### src/rtl/gnss_host_master.sv
// gnss_host_master: host-bus initiator that services the baseband interrupt.
// On irq it reads the global flag register, write-1-clears the flags it saw,
// reports them as an event and, on data-ready, streams a window of buffer
// words out over a valid/ready interface.
module gnss_host_master #(
  parameter logic [13:0] FLAG_ADDR  = 14'h0004,
  parameter int          FLAG_LSB   = 8,
  parameter int          RD_LATENCY = 1
) (
  input  logic        clk,
  input  logic        rst_b,
  input  logic        enable,
  input  logic        irq,
  input  logic [13:0] buf_base_addr,
  input  logic [7:0]  buf_words,
  output logic        host_cs,
  output logic        host_rd,
  output logic        host_wr,
  output logic [13:0] host_addr,
  output logic [31:0] host_d4wt,
  input  logic [31:0] host_d4rd,
  output logic        event_valid,
  output logic [3:0]  event_flags,
  output logic        out_valid,
  input  logic        out_ready,
  output logic [31:0] out_data,
  output logic        out_last,
  output logic        busy
);

  typedef enum logic [2:0] {
    IDLE,
    RD_FLAG,
    WAIT_FLAG,
    WR_CLR,
    RD_BUF,
    WAIT_BUF,
    PUSH
  } state_t;

  // Last wait-counter value before read data is valid on host_d4rd.
  localparam logic [1:0] LAST_WAIT = 2'(RD_LATENCY - 1);

  state_t      state;
  logic [1:0]  wait_cnt;
  logic [7:0]  idx;
  logic [13:0] cfg_base;
  logic [7:0]  cfg_words;

  logic [3:0]  rd_flags;
  logic [31:0] clr_word;
  logic [13:0] next_addr;

  // Flag field of the current read word, its write-1-clear image, and the
  // buffer address of the word after the current one (wraps mod 2^14).
  assign rd_flags  = host_d4rd[FLAG_LSB +: 4];
  assign clr_word  = {28'd0, rd_flags} << FLAG_LSB;
  assign next_addr = cfg_base + 14'(idx) + 14'd1;

  // Service FSM; every output is registered and set on entry to its state.
  // NOTE: the reset branch is asynchronous so a mid-burst reset clears the
  // bus strobes immediately instead of waiting for the next clock edge.
  always_ff @(posedge clk or negedge rst_b) begin
    if (!rst_b) begin
      state       <= IDLE;
      wait_cnt    <= '0;
      idx         <= '0;
      cfg_base    <= '0;
      cfg_words   <= '0;
      host_cs     <= 1'b0;
      host_rd     <= 1'b0;
      host_wr     <= 1'b0;
      host_addr   <= '0;
      host_d4wt   <= '0;
      event_valid <= 1'b0;
      event_flags <= '0;
      out_valid   <= 1'b0;
      out_data    <= '0;
      out_last    <= 1'b0;
      busy        <= 1'b0;
    end else begin
      // NOTE: strobes and bus fields default to 0 every cycle, so each state
      // only names what it drives; this keeps accesses single-cycle and
      // leaves the bus at 0 between accesses.
      host_cs     <= 1'b0;
      host_rd     <= 1'b0;
      host_wr     <= 1'b0;
      host_addr   <= '0;
      host_d4wt   <= '0;
      event_valid <= 1'b0;

      case (state)
        IDLE: begin
          if (enable && irq) begin
            state     <= RD_FLAG;
            busy      <= 1'b1;
            host_cs   <= 1'b1;
            host_rd   <= 1'b1;
            host_addr <= FLAG_ADDR;
          end
        end

        RD_FLAG: begin
          state    <= WAIT_FLAG;
          wait_cnt <= '0;
        end

        WAIT_FLAG: begin
          if (wait_cnt == LAST_WAIT) begin
            if (rd_flags == 4'd0) begin
              state <= IDLE;
              busy  <= 1'b0;
            end else begin
              state       <= WR_CLR;
              host_cs     <= 1'b1;
              host_wr     <= 1'b1;
              host_addr   <= FLAG_ADDR;
              host_d4wt   <= clr_word;
              event_valid <= 1'b1;
              event_flags <= rd_flags;
            end
          end else begin
            wait_cnt <= wait_cnt + 2'd1;
          end
        end

        WR_CLR: begin
          cfg_base  <= buf_base_addr;
          cfg_words <= buf_words;
          if (event_flags[0] && (buf_words != 8'd0)) begin
            state     <= RD_BUF;
            idx       <= '0;
            host_cs   <= 1'b1;
            host_rd   <= 1'b1;
            host_addr <= buf_base_addr;
          end else begin
            state <= IDLE;
            busy  <= 1'b0;
          end
        end

        RD_BUF: begin
          state    <= WAIT_BUF;
          wait_cnt <= '0;
        end

        WAIT_BUF: begin
          if (wait_cnt == LAST_WAIT) begin
            state     <= PUSH;
            out_valid <= 1'b1;
            out_data  <= host_d4rd;
            out_last  <= (idx == cfg_words - 8'd1);
          end else begin
            wait_cnt <= wait_cnt + 2'd1;
          end
        end

        PUSH: begin
          if (out_ready) begin
            out_valid <= 1'b0;
            out_last  <= 1'b0;
            if (out_last) begin
              state <= IDLE;
              busy  <= 1'b0;
            end else begin
              state     <= RD_BUF;
              idx       <= idx + 8'd1;
              host_cs   <= 1'b1;
              host_rd   <= 1'b1;
              host_addr <= next_addr;
            end
          end
        end

        default: begin
          state <= IDLE;
          busy  <= 1'b0;
        end
      endcase
    end
  end

endmodule

### config.mk
export PLATFORM = sky130hd
export DESIGN_NAME = gnss_host_master
export DESIGN_NICKNAME = d
export VERILOG_FILES = /design/src/rtl/gnss_host_master.sv
export SDC_FILE = /design/constraint.sdc
export NUM_CORES = 1
export LEC_CHECK = 0
export ABC_AREA = 1
export CELL_PAD_IN_SITES_DETAIL_PLACEMENT = 0
export CELL_PAD_IN_SITES_GLOBAL_PLACEMENT = 1
export CORE_UTILIZATION = 34
export DETAILED_ROUTE_END_ITERATION = 6
export HOLD_SLACK_MARGIN = 0.1
export PLACE_DENSITY_LB_ADDON = 0.15
export SYNTH_ARGS = -nofsm -noshare
export SYNTH_HDL_FRONTEND = slang
export SYNTH_SLANG_ARGS = --single-unit
export TNS_END_PERCENT = 100
### constraint.sdc
create_clock -name clk -period 2.3 [get_ports clk]
set_input_delay 0.23 -clock clk [delete_from_list [all_inputs] [get_ports clk]]
set_output_delay 0.23 -clock clk [all_outputs]
set_load 0.01 [all_outputs]
==> results of run 1 <==
metal layers:
layer	part of all wire	track usage	wire, um	up-vias
li1	-	-	-	2172
met1	0.44	0.221	5610	1910
met2	0.46	0.285	5770	120
met3	0.086	0.0743	1080	15
met4	0.015	0.0678	195	0
met5	0	0	0	-
worst max-delay path: stages (launching register included):
cell                      delay, ps
sky130_fd_sc_hd__dfrtp_1        420
sky130_fd_sc_hd__inv_1          140
sky130_fd_sc_hd__ha_1           170
sky130_fd_sc_hd__inv_1           70
sky130_fd_sc_hd__fa_1           390
sky130_fd_sc_hd__nand2_1         80
sky130_fd_sc_hd__inv_1           50
sky130_fd_sc_hd__nand2_1         50
sky130_fd_sc_hd__nand2_1        140
sky130_fd_sc_hd__nand2_1         90
sky130_fd_sc_hd__nand3_1        130
sky130_fd_sc_hd__nand2_1        100
sky130_fd_sc_hd__nand2_1         50
sky130_fd_sc_hd__o21ai_0        130
repair_timing:
action | CTS | global route
hold endpoints to repair | 42 | 0
hold buffers | 1 | 0
setup endpoints to repair | 0 | 0
sequential cells by signal, indices dropped and copies added, names as in the netlist:
name,count
cfg_words,8
event_valid,1
host_cs,1
host_rd,1
idx,8
out_last,1
host_d4wt,4
event_flags,4
state,3
wait_cnt,2
out_valid,1
cfg_base,14
busy,1
out_data,32
host_addr,14
kinds of logic after synthesis:
logic type / synth area share
other: 0.000749
adder cells (fa/ha/maj): 0.0315
AO/OA/AOI/OAI: 0.0617
AND/OR/NAND/NOR: 0.290
XOR/XNOR: 0.0210
buffers and inverters: 0.121
flip-flops: 0.475
cell usage in the layout (no fill, tap or decap), types with 2 or more instances in the layout:
| cell | instances |
|---|---|
| sky130_fd_sc_hd__o21ai_0 | 26 |
| sky130_fd_sc_hd__nor2_1 | 44 |
| sky130_fd_sc_hd__ha_1 | 11 |
| sky130_fd_sc_hd__o22ai_1 | 4 |
| sky130_fd_sc_hd__dfrtp_1 | 95 |
| sky130_fd_sc_hd__o21ai_2 | 5 |
| sky130_fd_sc_hd__buf_4 | 5 |
| sky130_fd_sc_hd__inv_1 | 60 |
| sky130_fd_sc_hd__nor2_2 | 2 |
| sky130_fd_sc_hd__nand4_1 | 2 |
| sky130_fd_sc_hd__nand3b_1 | 2 |
| sky130_fd_sc_hd__nand2_2 | 2 |
| sky130_fd_sc_hd__conb_1 | 28 |
| sky130_fd_sc_hd__nor3_1 | 5 |
| sky130_fd_sc_hd__a21oi_1 | 9 |
| sky130_fd_sc_hd__xnor2_1 | 7 |
| sky130_fd_sc_hd__nand2_1 | 255 |
| sky130_fd_sc_hd__xor2_1 | 5 |
| sky130_fd_sc_hd__clkdlybuf4s50_1 | 118 |
| sky130_fd_sc_hd__clkbuf_16 | 9 |
| sky130_fd_sc_hd__inv_2 | 8 |
| sky130_fd_sc_hd__o21ai_1 | 10 |
| sky130_fd_sc_hd__nand3_1 | 37 |
power by group:
group          leakage [uW]  internal (uW)  switching [uW]
Combinational       0.00196           1550            1820
Clock              0.000142            873             656
Sequential          0.00119           2340             505
Total               0.00330           4760            2980
how the worst min path moves through the flow:
stage | from | endpoint | slack (ps) | depth (start not counted)
6_report | host_d4rd[21] | out_data[21] | 410 | 3
5_1_grt | host_d4rd[5] | out_data[5] | 410 | 3
4_1_cts | host_d4rd[16] | out_data[16] | 390 | 3
3_5_place_dp | rst_b | cfg_words[3] | 300 | 1
3_3_place_gp | rst_b | cfg_words[3] | 300 | 1
2_1_floorplan | rst_b | busy | -70 | 0
cell type report:
cell class	instances	area, um^2
Clock buffer	11	243
Clock inverter	4	55.1
Fill cell	1460	7620
Inverter	68	255
Multi-Input combinational cell	462	2130
Sequential cell	95	2380
Tap cell	180	225
Timing Repair Buffer	125	1250
metrics by stage:
step,power [uW],util,area (um^2),setup WS [ps],cells
global route,8400,0.462,6530,6.80,945
floorplan,4790,-,5110,492,670
global placement,6250,0.440,6220,320,929
detailed placement,6270,0.440,6220,260,929
CTS,7870,0.462,6530,209,945
finish,7750,0.462,6530,207,945
==> results.md, run 1 <==
Yosys:
- Of the post-synthesis cell area, the dominant cell type holds 0.475.
- Counting flops and latches in the post-synthesis netlist gives 95.
- The library cell occupying the most area in the post-synthesis netlist is sky130_fd_sc_hd__dfrtp_1.
- Of the synthesized area, sequential elements account for 0.475.
- By area the synthesized netlist is led by sky130_fd_sc_hd__dfrtp_1 47%, sky130_fd_sc_hd__nand2_1 19%, sky130_fd_sc_hd__buf_4 4.9%, sky130_fd_sc_hd__inv_1 4.5%, sky130_fd_sc_hd__nand3_1 3.7%.
- By instance count, the leading cell after synthesis is sky130_fd_sc_hd__nand2_1.
- Counting distinct cell types in the post-synthesis netlist gives 32.
- The fraction of registers with async set/reset is 1.00.
- Yosys mapped a number of flops with a built-in enable equal to 0.
- The Yosys step of the flow raised 0 warnings.
- The dominant register cell in the synthesized netlist is sky130_fd_sc_hd__dfrtp_1.
- The commonest cells after synthesis are 255 x sky130_fd_sc_hd__nand2_1, 95 x sky130_fd_sc_hd__dfrtp_1, 60 x sky130_fd_sc_hd__inv_1, 44 x sky130_fd_sc_hd__nor2_1, 37 x sky130_fd_sc_hd__nand3_1.
- Synthesis produced a netlist whose cell count is 643.
- The combined area of all synthesized cells is 5010 um^2.
- After synthesis, the mean cell area works out to 7.79 um^2.

Floorplanning:
- The initial utilization of the core area, before any placement, comes to 0.354.
- The floorplan step defined a die boundary enclosing 15200 um^2.
- The chip width is 123 um.
- The height of the die is 123 um.
- The count of boundary I/O pins is 148.
- The placement row count is 43.
- The core region is 14100 um^2.

Flow run:
- Max-cap violations in this run came to 0.

Route:
- The starting DRC count in detailed routing is 205.
- The via count is 4217.
- In the routed design, unresolved DRC markers number 0.
- The total wire length after detailed routing is 12700 um.
- After detailed routing, the average wire length per cell comes to 13.4 um.
- Before antenna repair, the detailed router went through 4 iterations.
- Dividing the detail-routed via count by the number of cells gives 4.46.
- The antenna violation net count after detailed routing is 0.

Finish:
- The number of antenna diodes is 0.
- The share of final-layout standard cells stronger than drive strength 1 is 0.0549.
- In the final design database the tool counted 832 nets.
- The area added between synthesis and finish is 30.4%.

Clock network:
- In this run the clock root is driven by a sky130_fd_sc_hd__clkbuf_16.
- In this run the deepest clock path goes through 2 buffers.
- TritonCTS built the clock tree.
- The H-tree level count is 3.
- Clock-pin slew was measured on the worst setup and hold paths at 70 ps.
- In this run the post-CTS setup repair buffer count came out at 0.
- The number of sinks handled by clock tree synthesis is 95.
- The number of gates resized after cts is 0.
- The number of CTS-inserted buffers is 9.
- At the later pin of the worst-skew pair, clock insertion delay measures 350 ps.

Global routing:
- The number of antenna violations at the first check in global routing is 0.
- The first global-routing pass estimated 20800 um of wire.
- The via count of the first global-routing pass is 4264.
- Global routing finished with a remaining overflow of 0.
- The global router's overall resource usage is 0.181.
- The largest net degree at the start of global routing is 45.

Hold path:
- The path class of the tightest hold or removal check is in2reg.

STA:
- The clock period could shrink to 2090 ps.
- Measured against its own limit, the worst slew margin works out to 0.556.
- The max-slew violation count was 0.
- On the final layout, the worst clock skew is 12.3 ps.
- The final-layout setup total negative slack is 0 ps.
- Setup violations remaining at the end of the flow were counted as 0.
- The period utilization is 0.910.
- Setup repair after global routing left no endpoint under its margin.
- Based on the critical path, the design can be clocked at up to 478 MHz.
- The count of endpoints failing hold in the final timing report is 0.
- The transition time of the tightest slew-check pin is 665 ps.
- The final hold slack is 410 ps.

Worst setup path:
- The critical path data required time is 2570 ps.
- The element type at the critical path end is a flop.
- Of all nets on the critical path, the largest fanout is 6.
- The class of the most critical setup path is reg2reg.
- The launch point of the worst path is idx[0].
- The worst register-to-register path ends at host_addr[8].
- For the worst setup path, the data arrival time is 2360 ps.
- Across all register-to-register paths, the minimum setup slack is 210 ps.
- The start of the worst register-to-register path is idx[0].
- The launching element type of the critical path is a flop.
- In this run the worst setup path terminates at host_addr[8].
- The worst register-to-register path has a depth of 13.

Placed design:
- Port buffering added 119 buffers.
- The final RePlAce weighted congestion is 0.873.
- Once detailed placement completed, the half-perimeter wirelength came to 9330 um.

Pwr:
- The leakage power total is 0.00330 uW.
- The maximum resistive drop on vdd is 0.600 mV.
- The power density over the cells is 1190 nW/um^2.

Status:
- The run finished with clean final reports.
Note: power is estimated with default switching activity, not from simulation.
==> inputs of run 2 (changes only) <==
Settings changed: HOLD_SLACK_MARGIN 0.1 to 0.12, SETUP_SLACK_MARGIN set to 0.02.
==> run 2 against run 1 <==
Compared with the run above: sequential share of layout area did not move; final cell count unchanged; hold slack barely moved; non-clock buffer count unchanged; global-route usage is the same; highest routed layer unchanged; largest cell class unchanged; clock skew about the same; final area unchanged; combinational power about the same; via count is essentially flat; utilization stayed put.
==> results.md, run 2 (synthesis results as in run 1) <==
Status:
- Outcome: finished, final reports clean (unchanged).

Floorplanning:
- The floorplan core area is 14100 um^2 (unchanged).
- The starting density of the core is 0.354 (unchanged).
- The count of boundary I/O pins was 148 (unchanged).
- The placement row count came to 43 (unchanged).
- The die footprint is 15200 um^2 (unchanged).
- The chip width is 123 um (unchanged).
- The height of the die came to 123 um (unchanged).

STA:
- The count of endpoints failing hold in the final timing report is 0 (unchanged).
- The setup-violating endpoint count in the final report is 0 (unchanged).
- The transition time of the tightest slew-check pin is 665 ps (unchanged).
- The period utilization is 0.892 (was 0.910).
- Setup repair after global routing missed its margin: no (unchanged).
- The worst slew margin relative to its limit is 0.556 (unchanged).
- The final-layout setup total negative slack is 0 ps (unchanged).
- The highest clock rate is 487 MHz (was 478 MHz).
- The max-slew violation count was 0 (unchanged).
- The largest clock skew in the final design is 12.3 ps (about the same).
- The minimum clock period after layout is 2050 ps (was 2090 ps).
- The final hold slack is 410 ps (about the same).

Pwr:
- The leakage power total came to 0.00330 uW (about the same).
- The maximum resistive drop on vdd is 0.600 mV (about the same).
- The power density over the cells came to 1190 nW/um^2 (about the same).

Finish:
- The most frequent standard cell in the layout excluding fill and tap cells is sky130_fd_sc_hd__nand2_1 (unchanged).
- The number of nets in the layout came to 832 (unchanged).
- The number of antenna diodes was 0 (unchanged).
- The number of standard cells in the final layout excluding fillers is 945 (unchanged).
- The share of final-layout standard cells stronger than drive strength 1 is 0.0562 (was 0.0549).
- The share of the core filled with cells came to 0.462 (unchanged).
- The register bank with the most flops is out_data (unchanged).
- Highest-count cells in the layout ignoring fill and taps: 255 x sky130_fd_sc_hd__nand2_1, 118 x sky130_fd_sc_hd__clkdlybuf4s50_1, 95 x sky130_fd_sc_hd__dfrtp_1 (unchanged).
- The final standard cell area without fillers was 6530 um^2 (unchanged).
- The area added between synthesis and finish was 30.4% (unchanged).
- The total of fill cells in the finished design is 1460 (unchanged).
- The flip-flop count of the largest register after layout was 32 (unchanged).
- Largest regs: out_data x32, cfg_base x14, host_addr x14 (unchanged).

Global routing:
- The residual overflow from global routing is 0 (unchanged).
- The number of antenna violations at the first check in global routing came to 0 (unchanged).
- The via count of the first global-routing pass is 4264 (unchanged).
- The global-route wire length before repair was 20800 um (unchanged).
- The largest net degree at the start of global routing is 45 (unchanged).
- The global router's overall resource usage is 0.181 (unchanged).

Worst setup path:
- The top cell family by delay on the critical path was simple AND/OR/NAND/NOR gates (unchanged).
- The arrival time at the worst endpoint was 2320 ps (was 2360 ps).
- The number of cells traversed by the worst register-to-register path came to 13 (unchanged).
- The end of the worst register-to-register path is host_addr[8] (unchanged).
- The largest fanout of any net on the critical path is 6 (unchanged).
- Ordered list of cells on the worst path: inv_2 -> ha_1 -> inv_1 -> fa_1 -> nand2_1 -> inv_1 -> nand2_1 -> nand2_1 -> nand2_1 -> nand3_1 -> nand2_1 -> nand2_1 -> o21ai_0 (was inv_1 -> ha_1 -> inv_1 -> fa_1 -> nand2_1 -> inv_1 -> nand2_1 -> nand2_1 -> nand2_1 -> nand3_1 -> nand2_1 -> nand2_1 -> o21ai_0).
- The class of the most critical setup path is reg2reg (unchanged).
- The delay of the slowest cell on the worst path came to 420 ps (about the same).
- The critical path data required time is 2570 ps (about the same).
- The number of buffers and inverters on the critical path came to 3 (unchanged).
- The start of the worst register-to-register path is idx[0] (unchanged).
- The slack of the worst reg-to-reg path is 250 ps (was 210 ps).
- The cell occurring most often along the worst timing path is sky130_fd_sc_hd__nand2_1 (unchanged).
- The library cell contributing the largest single delay on the critical path is sky130_fd_sc_hd__dfrtp_1 (unchanged).
- The element type at the critical path end is a flop (unchanged).
- The launching element type of the critical path is a flop (unchanged).

Placed design:
- The final RePlAce weighted congestion was 0.873 (unchanged).
- The number of buffers added on ports is 119 (unchanged).
- The instance area at placement is 6220 um^2 (unchanged).
- The HPWL reported at the end of detailed placement is 9330 um (unchanged).
- The instance count after placement with tap cells included came to 929 (unchanged).

Clock network:
- The number of CTS-inserted buffers is 9 (unchanged).
- The register clock-pin slew on the reported worst setup and hold paths was 70 ps (about the same).
- The deepest clock path buffer count is 2 (unchanged).
- The H-tree level count is 3 (unchanged).
- The CTS tree is yes (unchanged).
- The master cell of the clock root buffer is sky130_fd_sc_hd__clkbuf_16 (unchanged).
- The clock latency of the later-clocked register in the worst-skew pair came to 350 ps (about the same).
- The number of sinks handled by clock tree synthesis is 95 (unchanged).
- The buffers inserted during post-CTS setup optimization is 0 (unchanged).

Route:
- The DRC violations left is 0 (unchanged).
- The antenna violation net count after detailed routing is 0 (unchanged).
- The starting DRC count in detailed routing was 205 (unchanged).
- The total iterations of the first detailed-routing run is 4 (unchanged).
- The routed length per instance is 13.4 um (about the same).
- The via count normalized by instance count is 4.47 (was 4.46).
- The via count is 4220 (was 4217).
- The total wire length after detailed routing is 12700 um (about the same).

Hold path:
- The classification of the worst-slack hold path is in2reg (unchanged).
- The worst hold path endpoint was out_data[21] (unchanged).
- The start point of the worst min-delay path was host_d4rd[21] (unchanged).
- The worst hold path cell count is 3 (unchanged).

Flow run:
- The number of max-cap violations was 0 (unchanged).
-- run 2: power by group --
group	total, uW	switching, uW	internal (uW)
clock	1530	656	873
combinational	3380	1820	1550
sequential	2850	507	2340
total	7750	2990	4770
-- run 2: worst reg2reg max path, cell delays in order, from the launching register on --
cell and delay, ps:
sky130_fd_sc_hd__dfrtp_1 420, sky130_fd_sc_hd__inv_2 100, sky130_fd_sc_hd__ha_1 150, sky130_fd_sc_hd__inv_1 70, sky130_fd_sc_hd__fa_1 390, sky130_fd_sc_hd__nand2_1 80, sky130_fd_sc_hd__inv_1 50, sky130_fd_sc_hd__nand2_1 50
sky130_fd_sc_hd__nand2_1 140, sky130_fd_sc_hd__nand2_1 100, sky130_fd_sc_hd__nand3_1 130, sky130_fd_sc_hd__nand2_1 100, sky130_fd_sc_hd__nand2_1 50, sky130_fd_sc_hd__o21ai_0 130
-- run 2: worst max-delay path by stage --
stage,depth (start not counted),end,start,slack (ps)
5_1_grt,13,host_addr[8],idx[0],60
3_3_place_gp,13,host_addr[8],idx[0],320
2_1_floorplan,13,host_addr[8],idx[0],490
6_report,13,host_addr[8],idx[0],250
4_1_cts,13,host_addr[8],idx[0],210
3_5_place_dp,13,host_addr[8],idx[0],260
-- run 2: final cells by class --
class	count	area (um^2)	area share
flip-flops and latches	95	2380	0.364
multi-input cells	462	2130	0.326
repair buffers	125	1250	0.191
inverters	68	255	0.0391
clock buffers	11	243	0.0372
well taps	180	225	0.0345
clock inverters	4	55.1	0.00843
-- run 2: per-layer routing --
metal / vias up / part of all wire / GRT usage
li1: 2172 / - / -
met1: 1910 / 0.44 / 0.221
met2: 123 / 0.46 / 0.285
met3: 15 / 0.086 / 0.0743
met4: 0 / 0.015 / 0.0678
met5: - / 0 / 0
-- run 2: per-stage QoR --
| stage | setup WS, ps | total power (uW) |
|---|---|---|
| after floorplan | 492 | 4790 |
| after global placement | 320 | 6250 |
| after detailed placement | 260 | 6270 |
| after CTS | 209 | 7870 |
| after global routing | 58.9 | 8410 |
| final | 247 | 7750 |
-- run 2: timing repair --
item / CTS / global route
hold buffers: 1 / 0
gates resized for setup: 0 / 1
setup endpoints to repair: 0 / 2
hold endpoints to repair: 42 / 0
